File: src/rtl/vec_stream_pkg.sv
// Shared types and defaults for the vector-datapath stream blocks.
package vec_stream_pkg;

  localparam int unsigned DATA_W_DEF = 32;
  localparam int unsigned CNT_W_DEF  = 16;

  typedef enum logic {
    IDLE   = 1'b0,
    LOCKED = 1'b1
  } demux_state_e;

  typedef logic dest_t;

endpackage

File: src/rtl/stream_pipe_slot.sv
// One-entry valid/ready register carrying data, last and a destination tag.
module stream_pipe_slot
  import vec_stream_pkg::*;
#(
  parameter int unsigned DATA_W = DATA_W_DEF
) (
  input  logic              clk,
  input  logic              rst,
  input  logic [DATA_W-1:0] in_data,
  input  logic              in_last,
  input  dest_t             in_dest,
  input  logic              in_valid,
  output logic              in_ready,
  output logic [DATA_W-1:0] out_data,
  output logic              out_last,
  output dest_t             out_dest,
  output logic              out_valid,
  input  logic              out_ready
);

  logic              full_q, full_d;
  logic [DATA_W-1:0] data_q, data_d;
  logic              last_q, last_d;
  dest_t             dest_q, dest_d;
  logic              drain;
  logic              acc;

  // A drain in the same cycle frees the slot for a new beat, keeping 1 beat/cycle.
  always_comb begin
    drain    = full_q & out_ready;
    in_ready = !full_q | drain;
    acc      = in_valid & in_ready;
    full_d   = full_q;
    data_d   = data_q;
    last_d   = last_q;
    dest_d   = dest_q;
    if (acc) begin
      full_d = 1'b1;
      data_d = in_data;
      last_d = in_last;
      dest_d = in_dest;
    end else if (drain) begin
      full_d = 1'b0;
    end
  end

  always_ff @(posedge clk) begin
    if (rst) begin
      full_q <= 1'b0;
      data_q <= '0;
      last_q <= 1'b0;
      dest_q <= 1'b0;
    end else begin
      full_q <= full_d;
      data_q <= data_d;
      last_q <= last_d;
      dest_q <= dest_d;
    end
  end

  assign out_valid = full_q;
  assign out_data  = data_q;
  assign out_last  = last_q;
  assign out_dest  = dest_q;

endmodule

File: src/rtl/stream_demux_1_2.sv
// Packet-locked 1-to-2 stream steering unit; DEMUX_STATS_EN adds per-destination beat counters.
module stream_demux_1_2
  import vec_stream_pkg::*;
#(
  parameter int unsigned DATA_W = DATA_W_DEF
`ifdef DEMUX_STATS_EN
  ,
  parameter int unsigned CNT_W  = CNT_W_DEF
`endif
) (
  input  logic              clk,
  input  logic              rst,
  input  logic [DATA_W-1:0] in_data,
  input  logic              in_valid,
  output logic              in_ready,
  input  logic              in_sel,
  input  logic              in_last,
  output logic [DATA_W-1:0] out0_data,
  output logic              out0_valid,
  input  logic              out0_ready,
  output logic              out0_last,
  output logic [DATA_W-1:0] out1_data,
  output logic              out1_valid,
  input  logic              out1_ready,
  output logic              out1_last
`ifdef DEMUX_STATS_EN
  ,
  output logic [CNT_W-1:0]  cnt0,
  output logic [CNT_W-1:0]  cnt1
`endif
);

  demux_state_e      state_q, state_d;
  dest_t             lock_dest_q, lock_dest_d;
  dest_t             eff_dest;
  logic              acc_in;
  logic              slot_valid;
  logic              slot_last;
  dest_t             slot_dest;
  logic [DATA_W-1:0] slot_data;
  logic              sel_ready;
  logic              drain;

  assign sel_ready = (slot_dest == 1'b1) ? out1_ready : out0_ready;
  assign drain     = slot_valid & sel_ready;
  assign acc_in    = in_valid & in_ready;

  stream_pipe_slot #(.DATA_W(DATA_W)) u_slot (
    .clk       (clk),
    .rst       (rst),
    .in_data   (in_data),
    .in_last   (in_last),
    .in_dest   (eff_dest),
    .in_valid  (in_valid),
    .in_ready  (in_ready),
    .out_data  (slot_data),
    .out_last  (slot_last),
    .out_dest  (slot_dest),
    .out_valid (slot_valid),
    .out_ready (sel_ready)
  );

  // Destination is taken from in_sel on the first beat and held until the last beat.
  always_comb begin
    state_d     = state_q;
    lock_dest_d = lock_dest_q;
    eff_dest    = in_sel;
    case (state_q)
      IDLE: begin
        eff_dest = in_sel;
        if (acc_in && !in_last) begin
          lock_dest_d = in_sel;
          state_d     = LOCKED;
        end
      end
      LOCKED: begin
        eff_dest = lock_dest_q;
        if (acc_in && in_last) begin
          state_d = IDLE;
        end
      end
      default: state_d = IDLE;
    endcase
  end

  always_ff @(posedge clk) begin
    if (rst) begin
      state_q     <= IDLE;
      lock_dest_q <= 1'b0;
    end else begin
      state_q     <= state_d;
      lock_dest_q <= lock_dest_d;
    end
  end

  assign out0_valid = slot_valid & (slot_dest == 1'b0);
  assign out1_valid = slot_valid & (slot_dest == 1'b1);
  assign out0_data  = slot_data;
  assign out1_data  = slot_data;
  assign out0_last  = slot_last;
  assign out1_last  = slot_last;

`ifdef DEMUX_STATS_EN
  logic [CNT_W-1:0] cnt0_q, cnt0_d;
  logic [CNT_W-1:0] cnt1_q, cnt1_d;

  // Counters wrap naturally at 2^CNT_W.
  always_comb begin
    cnt0_d = cnt0_q;
    cnt1_d = cnt1_q;
    if (drain && (slot_dest == 1'b0)) cnt0_d = cnt0_q + CNT_W'(1);
    if (drain && (slot_dest == 1'b1)) cnt1_d = cnt1_q + CNT_W'(1);
  end

  always_ff @(posedge clk) begin
    if (rst) begin
      cnt0_q <= '0;
      cnt1_q <= '0;
    end else begin
      cnt0_q <= cnt0_d;
      cnt1_q <= cnt1_d;
    end
  end

  assign cnt0 = cnt0_q;
  assign cnt1 = cnt1_q;
`endif

endmodule

File: config.mk
export PLATFORM = sky130hd
export DESIGN_NAME = stream_demux_1_2
export DESIGN_NICKNAME = d
export VERILOG_FILES = /design/src/rtl/vec_stream_pkg.sv /design/src/rtl/stream_pipe_slot.sv /design/src/rtl/stream_demux_1_2.sv
export SDC_FILE = /design/constraint.sdc
export NUM_CORES = 1
export LEC_CHECK = 0
export CORE_MARGIN = 4
export CORE_UTILIZATION = 35
export CTS_BUF_LIST = sky130_fd_sc_hd__clkbuf_16
export DETAILED_ROUTE_END_ITERATION = 8
export PLACE_DENSITY = 0.76
export RECOVER_POWER = 50
export SLEW_MARGIN = 25
export SYNTH_ARGS = -nofsm -noshare
export SYNTH_HDL_FRONTEND = slang
export SYNTH_SLANG_ARGS = --single-unit
File: constraint.sdc
create_clock -name clk -period 1.25 [get_ports clk]
set_input_delay 0.125 -clock clk [delete_from_list [all_inputs] [get_ports clk]]
set_output_delay 0.125 -clock clk [all_outputs]
set_load 0.05 [all_outputs]
# After elaboration in Yosys (flattened, before gate mapping)

Cells that the tools add are included.

Bitwise gates (word level): 7
Reduce and logical (&&, ||, !) cells: 6
Mux-type cells: 7

Operator list:

| kind                               | count |
|---|---|
| 1-bit two-way mux                  | 5 |
| 1-bit AND                          | 4 |
| 1-bit case mux with 2 select lines | 2 |
| 1-bit logical AND                  | 2 |
| 1-bit zero test                    | 2 |
| 1-bit NOT                          | 2 |
| 2-bit AND reduction                | 1 |
| 2-bit nonzero test                 | 1 |
| 1-bit OR                           | 1 |

Logic and storage cells: 26
Output and inout bits: 69
Input bits: 39
Register bits: 37

# Longest topological paths before layout

Gate-level depths: netlist of run 1.

Word-level depth: 7
Gate-level depth with buffers: 5
Mapped depth without buffers: 3

# By module

A second synthesis of run 1 with hierarchy kept.

Cells, all modules: 205
Area total of the unflattened synthesis: 2,030.7 um^2

By module, submodules not included:

| module           | cells an instance | instances | sequential area each (um^2) | area an instance (um^2) |
|---|---|---|---|---|
| stream_pipe_slot | 160               | 1         | 700.7                       | 1,659.1 |
| stream_demux_1_2 | 45                | 1         | 40.0                        | 371.6 |

# Least setup slack after synthesis of run 1

OpenSTA, ideal clock, no wires.

Path kind: register to register
From: reg u_slot.dest_q (netlist: u_slot.out_dest)
To: reg u_slot.full_q (netlist: u_slot.out_valid)
Library setup time: 75 ps
Stages on the path, launching flop included: 4
Path buffers: 0
Required time: 1,175 ps
Period minus slack after synthesis: 1,294 ps
Slack: -44 ps
Arrival time: 1,219 ps
Path through: dfxtp_1 mux2i_2 nand2_1 a21oi_1

Cells in the longest elaborated chain, start to end: 5
Elaborated cells between the ends (all ways): 6
Classes of those cells: mux: 2; bitwise: 3; reduce/logical: 1

Ends and longest elaborated chain:

| what                                                    | line                   | source |
|---|---|---|
| from (decl)                                             | stream_pipe_slot.sv:24 | `dest_t dest_q, dest_d;` |
| from (signal assigned)                                  | stream_pipe_slot.sv:57 | `dest_q <= dest_d;` |
| 1-bit two-way mux *                                     | stream_demux_1_2.sv:44 | `assign sel_ready = (slot_dest == 1'b1) ? out1_ready : out0_ready;` |
| 1-bit AND *                                             | stream_pipe_slot.sv:30 | `drain = full_q & out_ready;` |
| 1-bit OR *                                              | stream_pipe_slot.sv:31 | `in_ready = !full_q \| drain;` |
| via in_ready                                            | stream_demux_1_2.sv:15 | `output logic in_ready,` |
| 1-bit AND *                                             | stream_pipe_slot.sv:32 | `acc = in_valid & in_ready;` |
| 1-bit two-way mux or 2-bit nonzero test (tied branches) | n/a                    |  |
| to (signal assigned)                                    | stream_pipe_slot.sv:54 | `full_q <= full_d;` |
| to (decl)                                               | stream_pipe_slot.sv:21 | `logic full_q, full_d;` |

Mark *: on every way through the listed nets, which the timed path passes. The rest lies on a longest branch.
A chain may end at the register's enable or synchronous reset.

==> results by group, run 1 <==
Worst setup path
  • Worst-path cell chain: mux2i_4, a21oi_4, buf_12, mux2_4
  • Worst path max stage delay: about 0.36 ns
  • Crit path buffers/inverters: 1
  • Crit end category: flip-flop
  • CP Data Required Time: 1.41 ns
  • Crit-path slowest cell: dfxtp_2
  • Critical Path Source Type: flip-flop
  • CP max FO: 3
  • CP top delay family: multiplexers
  • Crit Path Category: reg2reg
  • CP Data Arrival Time: about 1.5 ns

Finish
  • Nets: between 300 and 400
  • Finished Core Util: 59.2%
  • Antenna cells: 0
  • Leading cell types in the layout, fill and taps excluded: 68 x nand2b_1, 38 x buf_12, 37 x clkdlybuf4s50_1
  • Final Non-Filler Cells: 351
  • Area delta synth->final: 64.7%
  • Leading cell type in the layout, fill and taps excluded: nand2b_1
  • FILL cells: 455
  • Layout cell share with drive strength beyond 1: 33.3%

Power
  • Overall Power: between 3 and 4 mW
  • Pwr per Cell Area: 1190 nW/µm²
  • Leak pwr: 1.42 nW
  • Worst VDD drop: 748 µV

Logic synthesis
  • Yosys warns: 0
  • Synth Instances: 199
  • Sequential share of the synthesized area: 37.4%
  • Largest family of logic cells by synthesized area: simple AND/OR/NAND/NOR gates
  • Post-synthesis compound-gate area fraction: between 1 and 1.5%
  • Post-synth cell types: 18
  • Syn Area/Cell: 9.95 µm²
  • Seq cells post-synth: 37
  • Mux cell area share after synthesis: 19.9%
  • XOR/XNOR share of the synthesized area: 0%
  • Syn nets: 238
  • Simple-gate share of the synthesized area: 23.4%
  • Synth Area in Adders: 0%
  • Synthesized area: 1980 µm²

Placement
  • Gpl congestion: 0.774
  • Port bufs: between 100 and 150
  • DP Cell Count: 339
  • DP HPWL: 3840 µm

Drt
  • Via count: between 1500 and 2000
  • Starting DRC count in detailed routing: 38
  • DRC viols: 0
  • Detail Route Antenna Nets: 0
  • Vias per inst: around 4.4
  • First-pass DRT Iterations: 4
  • Final WL: 5020 µm
  • Routed length per instance: 14.3 µm

Timing
  • Fin. max-slew vios: 0
  • Slew HR: 79.0%
  • Min Tclk post-route: ~1.3 ns
  • Final setup fails: 36
  • Total negative slack: -1.39 ns
  • Achievable Freq: about 750 MHz
  • Final hold slack: between 0.2 and 0.3 ns
  • Fin. Hold Viols: 0
  • Final period util: 107%
  • Fin Clk Skew: approximately 0.0025 ns
  • RSZ-0062 raised after global routing: yes
  • Final worst slack: -0.0909 ns
  • Worst-Margin Slew: ~0.31 ns

Clock network
  • CTS Buf Count: 5
  • H-tree Lvls: 2
  • Hold buffer count at CTS: 0
  • Clock Latency Late Sink: 0.27 ns
  • Clock Sinks: 37
  • Clock root cell: clkbuf_16
  • TritonCTS clock tree: done
  • Clock transition at path regs: 0.05 ns
  • Max clock buf depth: 2

Hold path
  • Hold crit path type: in2reg

Status
  • Status: complete, but fails checks
  • Failing checks: setup timing

Global route
  • Vias in the first global route: approximately 1700
  • Total GRT Usage: 14.7%
  • Pin count of the biggest net entering global routing: 50
  • Initial antenna violation count: 0
  • First-pass GRT wire length: around 8300 µm
  • Global route overflow: 0

Flow run
  • Number of max-cap violations: 0

Floorplan
  • Die Wd: 83.2 µm
  • Initial Util: 35.9%
  • Die height: 83.2 µm
  • I/O Pins: around 110
  • FP Rows: 27
  • Area of the die: 6920 µm²
  • Core box area: 5510 µm²
layout make-up:
type / count / area [µm²] / area share (%)
clock inverters: 3 / 11.3 / 0.345
flip-flops and latches: 37 / 743 / 22.8
inverters: 1 / 3.75 / 0.115
clock buffers: 5 / 125 / 3.84
multi-input cells: 116 / 905 / 27.7
repair buffers: 117 / 1380 / 42.4
well taps: 72 / 90.1 / 2.76
where the power goes:
| part | switching [mW] | total (mW) | internal [mW] |
|---|---|---|---|
| logic | 0.745 | 1.35 | 0.601 |
| registers | 0.107 | 1.37 | 1.26 |
| clock network | 0.436 | 1.15 | 0.716 |
per-stage QoR:
| stage | setup slack, ns | instance area (µm²) |
|---|---|---|
| final | -0.0909 | 3260 |
| after global routing | -0.143 | 3260 |
| after CTS | -0.0988 | 3770 |
| after detailed placement | -0.315 | 3560 |
| after global placement | -0.246 | 3560 |
| after floorplan | 0.00417 | 1990 |
flip-flops by register name (all words and copies together), names as in the netlist, named ones only:
signal and cells:
u_slot.out_valid 1, u_slot.out_data 32, u_slot.out_dest 1, lock_dest_q 1, u_slot.out_last 1
cell families (layout without fill, tap and decap cells):
group                  count (synthesis)  after routing
DFF                                   37             37
buffers and inverters                 46            126
and+or+nand+nor                       75             75
AOI/OAI and AO/OA                      3              3
muxes                                 38             38
final timing paths:
path	startpoint	to	slack, ns	cells past startpoint
worst min register to register	lock_dest_q$_SDFFE_PP0P_	lock_dest_q$_SDFFE_PP0P_	0.48	2
worst max-delay path	u_slot.out_dest$_SDFFE_PP0P_	flip-flop	-0.09	4
worst max register to register	u_slot.out_dest$_SDFFE_PP0P_	flip-flop	-0.09	4
worst min-delay path	rst	u_slot.out_valid$_SDFFE_PP0P_	0.26	3
Yosys cell counts:
library cell,count,area share (%)
buf_4,33,13
nand2b_1,68,21
buf_12,3,3.0
mux2_4,2,1.5
a21oi_1,1,0.25
mux2i_2,1,0.70
a21oi_2,1,0.44
nor2b_1,2,0.63
a2111oi_2,1,0.76
inv_1,1,0.19
mux2i_1,35,18
dfxtp_1,37,37
buf_6,1,0.57
clkbuf_1,8,1.5
and2b_1,1,0.38
and2_1,1,0.32
nor2_1,2,0.38
nand2_1,1,0.19
what timing repair did:
| action | CTS | global route |
|---|---|---|
| gates cloned | 1 | 0 |
| resized for setup | 3 | 1 |
| buffers inserted | 3 | 0 |
| setup endpoints to repair | 37 | 39 |
| pin swaps | 1 | 0 |
worst register-to-register path, delay by kind of cell, from the launching register on:
| kind | cells | cell delay (ns) |
|---|---|---|
| muxes | 2 | 0.60 |
| buffers and inverters | 1 | 0.16 |
| DFF | 1 | 0.36 |
| AOI/OAI and AO/OA | 1 | 0.13 |
routing by layer:
metal | wire, µm | global-route usage, % | vias up
li1 | - | - | 757
met1 | 2100 | 17.2 | 705
met5 | 0 | 0 | -
met2 | 2500 | 25.3 | 68
met4 | 18 | 3.57 | 0
met3 | 388 | 5.36 | 3
Note: power is estimated with default switching activity, not from simulation.
==> run 2, diff against run 1 <==
--- a/config.mk
+++ b/config.mk
@@ -6,10 +6,11 @@
 export NUM_CORES = 1
 export LEC_CHECK = 0
 export CORE_MARGIN = 4
-export CORE_UTILIZATION = 35
+export CORE_UTILIZATION = 56
 export CTS_BUF_LIST = sky130_fd_sc_hd__clkbuf_16
 export DETAILED_ROUTE_END_ITERATION = 8
-export PLACE_DENSITY = 0.76
+export DONT_BUFFER_PORTS = 1
+export PLACE_DENSITY = 0.74
 export RECOVER_POWER = 50
 export SLEW_MARGIN = 25
 export SYNTH_ARGS = -nofsm -noshare
==> constraint.sdc (replaced) <==
create_clock -name clk -period 1.25 [get_ports clk]
set_input_delay 0.125 -clock clk [delete_from_list [all_inputs] [get_ports clk]]
set_output_delay 0.125 -clock clk [all_outputs]
set_load 0.01 [all_outputs]
==> results by group, run 2 (same netlist as run 1, synthesis figures left out) <==
Status
  • Status: complete, but fails checks (unchanged)
  • Failing checks: setup timing (unchanged)

Finish
  • Largest register FFs: 32 (unchanged)
  • Leading cell types in the layout, fill and taps excluded: 68 x nand2b_1, 36 x dfxtp_1, 34 x mux2i_1 (was 68 x nand2b_1, 38 x buf_12, 37 x clkdlybuf4s50_1)
  • Nets: 217 (was 317)
  • Area delta synth->final: 5.44% (was 64.7%)
  • Layout cell share with drive strength beyond 1: 13.4% (was 33.3%)
  • Antenna cells: 0 (unchanged)
  • Finished Core Util: 62.1% (was 59.2%)
  • Leading cell type in the layout, fill and taps excluded: nand2b_1 (unchanged)
  • FILL cells: 281 (was 455)

Floorplan
  • Initial Util: 58.9% (was 35.9%)
  • Area of the die: 4550 µm² (was 6920 µm²)
  • FP Rows: 21 (was 27)
  • Core box area: 3360 µm² (was 5510 µm²)
  • Die Wd: 67.5 µm (was 83.2 µm)
  • I/O Pins: 108 (unchanged)
  • Die height: 67.5 µm (was 83.2 µm)

Drt
  • DRC viols: 0 (unchanged)
  • Met1 Wirelength: 1380 µm (was 2100 µm)
  • Routed length per instance: 15.3 µm (was 14.3 µm)
  • Detail Route Antenna Nets: 0 (unchanged)
  • Met2 WL: 1780 µm (was 2500 µm)
  • Starting DRC count in detailed routing: 39 (was 38)
  • Final WL: 3440 µm (was 5020 µm)
  • Via count: 1124 (was 1533)
  • First-pass DRT Iterations: 4 (unchanged)
  • Uppermost layer routed: met4 (unchanged)
  • Metal3 WL: 261 µm (was 388 µm)
  • Vias per inst: 5.00 (was 4.37)

Timing
  • Final worst slack: -0.0412 ns (was -0.0909 ns)
  • Fin Clk Skew: 0.00408 ns (was 0.00253 ns)
  • Final period util: 103% (was 107%)
  • Fin. Hold Viols: 0 (unchanged)
  • Slew HR: 78.5% (was 79.0%)
  • Fin. max-slew vios: 0 (unchanged)
  • Total negative slack: -0.540 ns (was -1.39 ns)
  • RSZ-0062 raised after global routing: yes (unchanged)
  • Worst-Margin Slew: 0.322 ns (was 0.315 ns)
  • Final setup fails: 25 (was 36)
  • Achievable Freq: 774 MHz (was 746 MHz)
  • Min Tclk post-route: 1.29 ns (was 1.34 ns)

Power
  • Part of the power in registers: 48.5% (was 35.4%)
  • Cell-internal power: 2.21 mW (was 2.58 mW)
  • Worst VDD drop: 701 µV (was 748 µV)
  • Combinational cell fraction of total power: 11.4% (was 34.8%)
  • Leak pwr: 0.847 nW (was 1.42 nW)
  • Pwr per Cell Area: 1400 nW/µm² (was 1190 nW/µm²)
  • Switching power: 0.707 mW (was 1.29 mW)
  • Net Sw Frac: 24.3% (was 33.3%)
  • Overall Power: 2.91 mW (was 3.87 mW)
  • Clock power frac: 40.1% (was 29.8%)

Placement
  • Gpl congestion: 0.682 (was 0.774)
  • Port bufs: 0 (was 107)
  • DP HPWL: 2220 µm (was 3840 µm)
  • Place WS: -0.0699 ns (was -0.315 ns)

Flow run
  • Number of max-cap violations: 0 (unchanged)

Worst setup path
  • Critical Path Source Type: flip-flop (unchanged)
  • CP max FO: 3 (unchanged)
  • R2R Path Start: u_slot.out_dest$_SDFFE_PP0P_ (unchanged)
  • Crit end category: flip-flop (unchanged)
  • RR Endpoint: u_slot.out_dest$_SDFFE_PP0P_
  • CP Data Arrival Time: 1.45 ns (was 1.50 ns)
  • Crit Path Category: reg2reg (unchanged)
  • Worst Reg-to-Reg Cells: 4 (unchanged)
  • CP Data Required Time: 1.41 ns (about the same)
  • Setup slack, reg-to-reg: -0.04 ns (was -0.09 ns)

Clock network
  • H-tree Lvls: 2 (unchanged)
  • TritonCTS clock tree: done (unchanged)
  • Clock transition at path regs: 0.06 ns (was 0.05 ns)
  • Clock root cell: clkbuf_16 (unchanged)
  • Max clock buf depth: 2 (unchanged)
  • Clock Latency Late Sink: 0.27 ns (about the same)
  • CTS Buf Count: 5 (unchanged)
  • Clock Sinks: 37 (unchanged)

Global route
  • Pin count of the biggest net entering global routing: 74 (was 50)
  • Total GRT Usage: 15.5% (was 14.7%)
  • Global route overflow: 0 (unchanged)
  • First-pass GRT wire length: 5240 µm (was 8340 µm)
  • Initial antenna violation count: 0 (unchanged)
  • Vias in the first global route: 1131 (was 1671)

Hold path
  • Hold crit path type: in2reg (unchanged)
  • Worst hold start: in_data[13] (was rst)
  • Hold Path Depth: 2 (was 3)
  • Hold-critical path endpoint: u_slot.out_data[13]$_SDFFE_PP0P_ (was u_slot.out_valid$_SDFFE_PP0P_)
==> run 2: cell types whose count changed in the layout (fill, tap and decap cells not counted), sizes merged, moves of 2 or more <==
| cell | previous run | this run |
|---|---|---|
| clkbuf | 39 | 7 |
| buf | 46 | 7 |
| inv | 4 | 1 |
| clkdlybuf4s50 | 37 | 0 |
| dlygate4sd3 | 0 | 8 |
| clkinv | 0 | 2 |
==> run 2: final cells by class <==
cell class              instances  area [µm²]  share of cell area, %
clock inverters                 3        17.5                  0.839
multi-input cells             116         906                   43.4
inverters                       1        3.75                  0.180
well taps                      46        57.6                   2.76
repair buffers                 17         235                   11.3
clock buffers                   5         125                   6.00
flip-flops and latches         37         742                   35.6
==> run 2: worst max path at each step <==
stage	from	to	slack [ns]	cells after the start
2_1_floorplan	u_slot.out_dest$_SDFFE_PP0P_	u_slot.out_dest$_SDFFE_PP0P_	0.004	4
3_3_place_gp	u_slot.out_dest$_SDFFE_PP0P_	u_slot.out_data[17]$_SDFFE_PP0P_	-0.01	4
3_5_place_dp	u_slot.out_dest$_SDFFE_PP0P_	u_slot.out_data[8]$_SDFFE_PP0P_	-0.07	4
4_1_cts	u_slot.out_dest$_SDFFE_PP0P_	u_slot.out_data[27]$_SDFFE_PP0P_	-0.03	5
5_1_grt	u_slot.out_dest$_SDFFE_PP0P_	u_slot.out_data[9]$_SDFFE_PP0P_	-0.11	5
6_report	u_slot.out_dest$_SDFFE_PP0P_	u_slot.out_dest$_SDFFE_PP0P_	-0.04	4
==> run 2: power groups by stage <==
stage	registers, mW	logic [mW]	clock network (mW)
after global placement	1.44	0.244	0
after global routing	1.43	0.363	1.27
after CTS	1.41	0.309	1.21
after floorplan	1.38	0.394	0
after detailed placement	1.44	0.256	0
final	1.41	0.333	1.17
==> run 2: what timing repair did <==
action                                  in CTS  in global routing
endpoints found under the hold margin        8                  0
gates resized for setup                      2                  2
gates cloned                                 1                  2
endpoints found under the setup margin      35                 37
buffers inserted                             2                  1
hold buffers                                 8                  0
pin swaps                                    1                  1
==> run 2: metal layers <==
metal	vias to the layer above	GRT usage, %
met5	-	0
met4	0	6.33
met3	2	7.32
met2	49	25.6
met1	514	17.1
li1	559	-
==> run 2: through the flow <==
step | std cells | area (µm²) | hold WS, ns
floorplan | 199 | 1990 | 0.280
CTS | 222 | 2030 | 0.00125
finish | 225 | 2090 | 0.00563
global route | 225 | 2090 | 0.00183
global placement | 203 | 1750 | 0.202
detailed placement | 203 | 1750 | 0.202
==> run 2: critical path, cell delays in order, from the launching register on <==
cell     delay, ns
dfxtp_2       0.35
mux2i_4       0.29
a21oi_4       0.10
buf_6         0.14
mux2_4        0.29
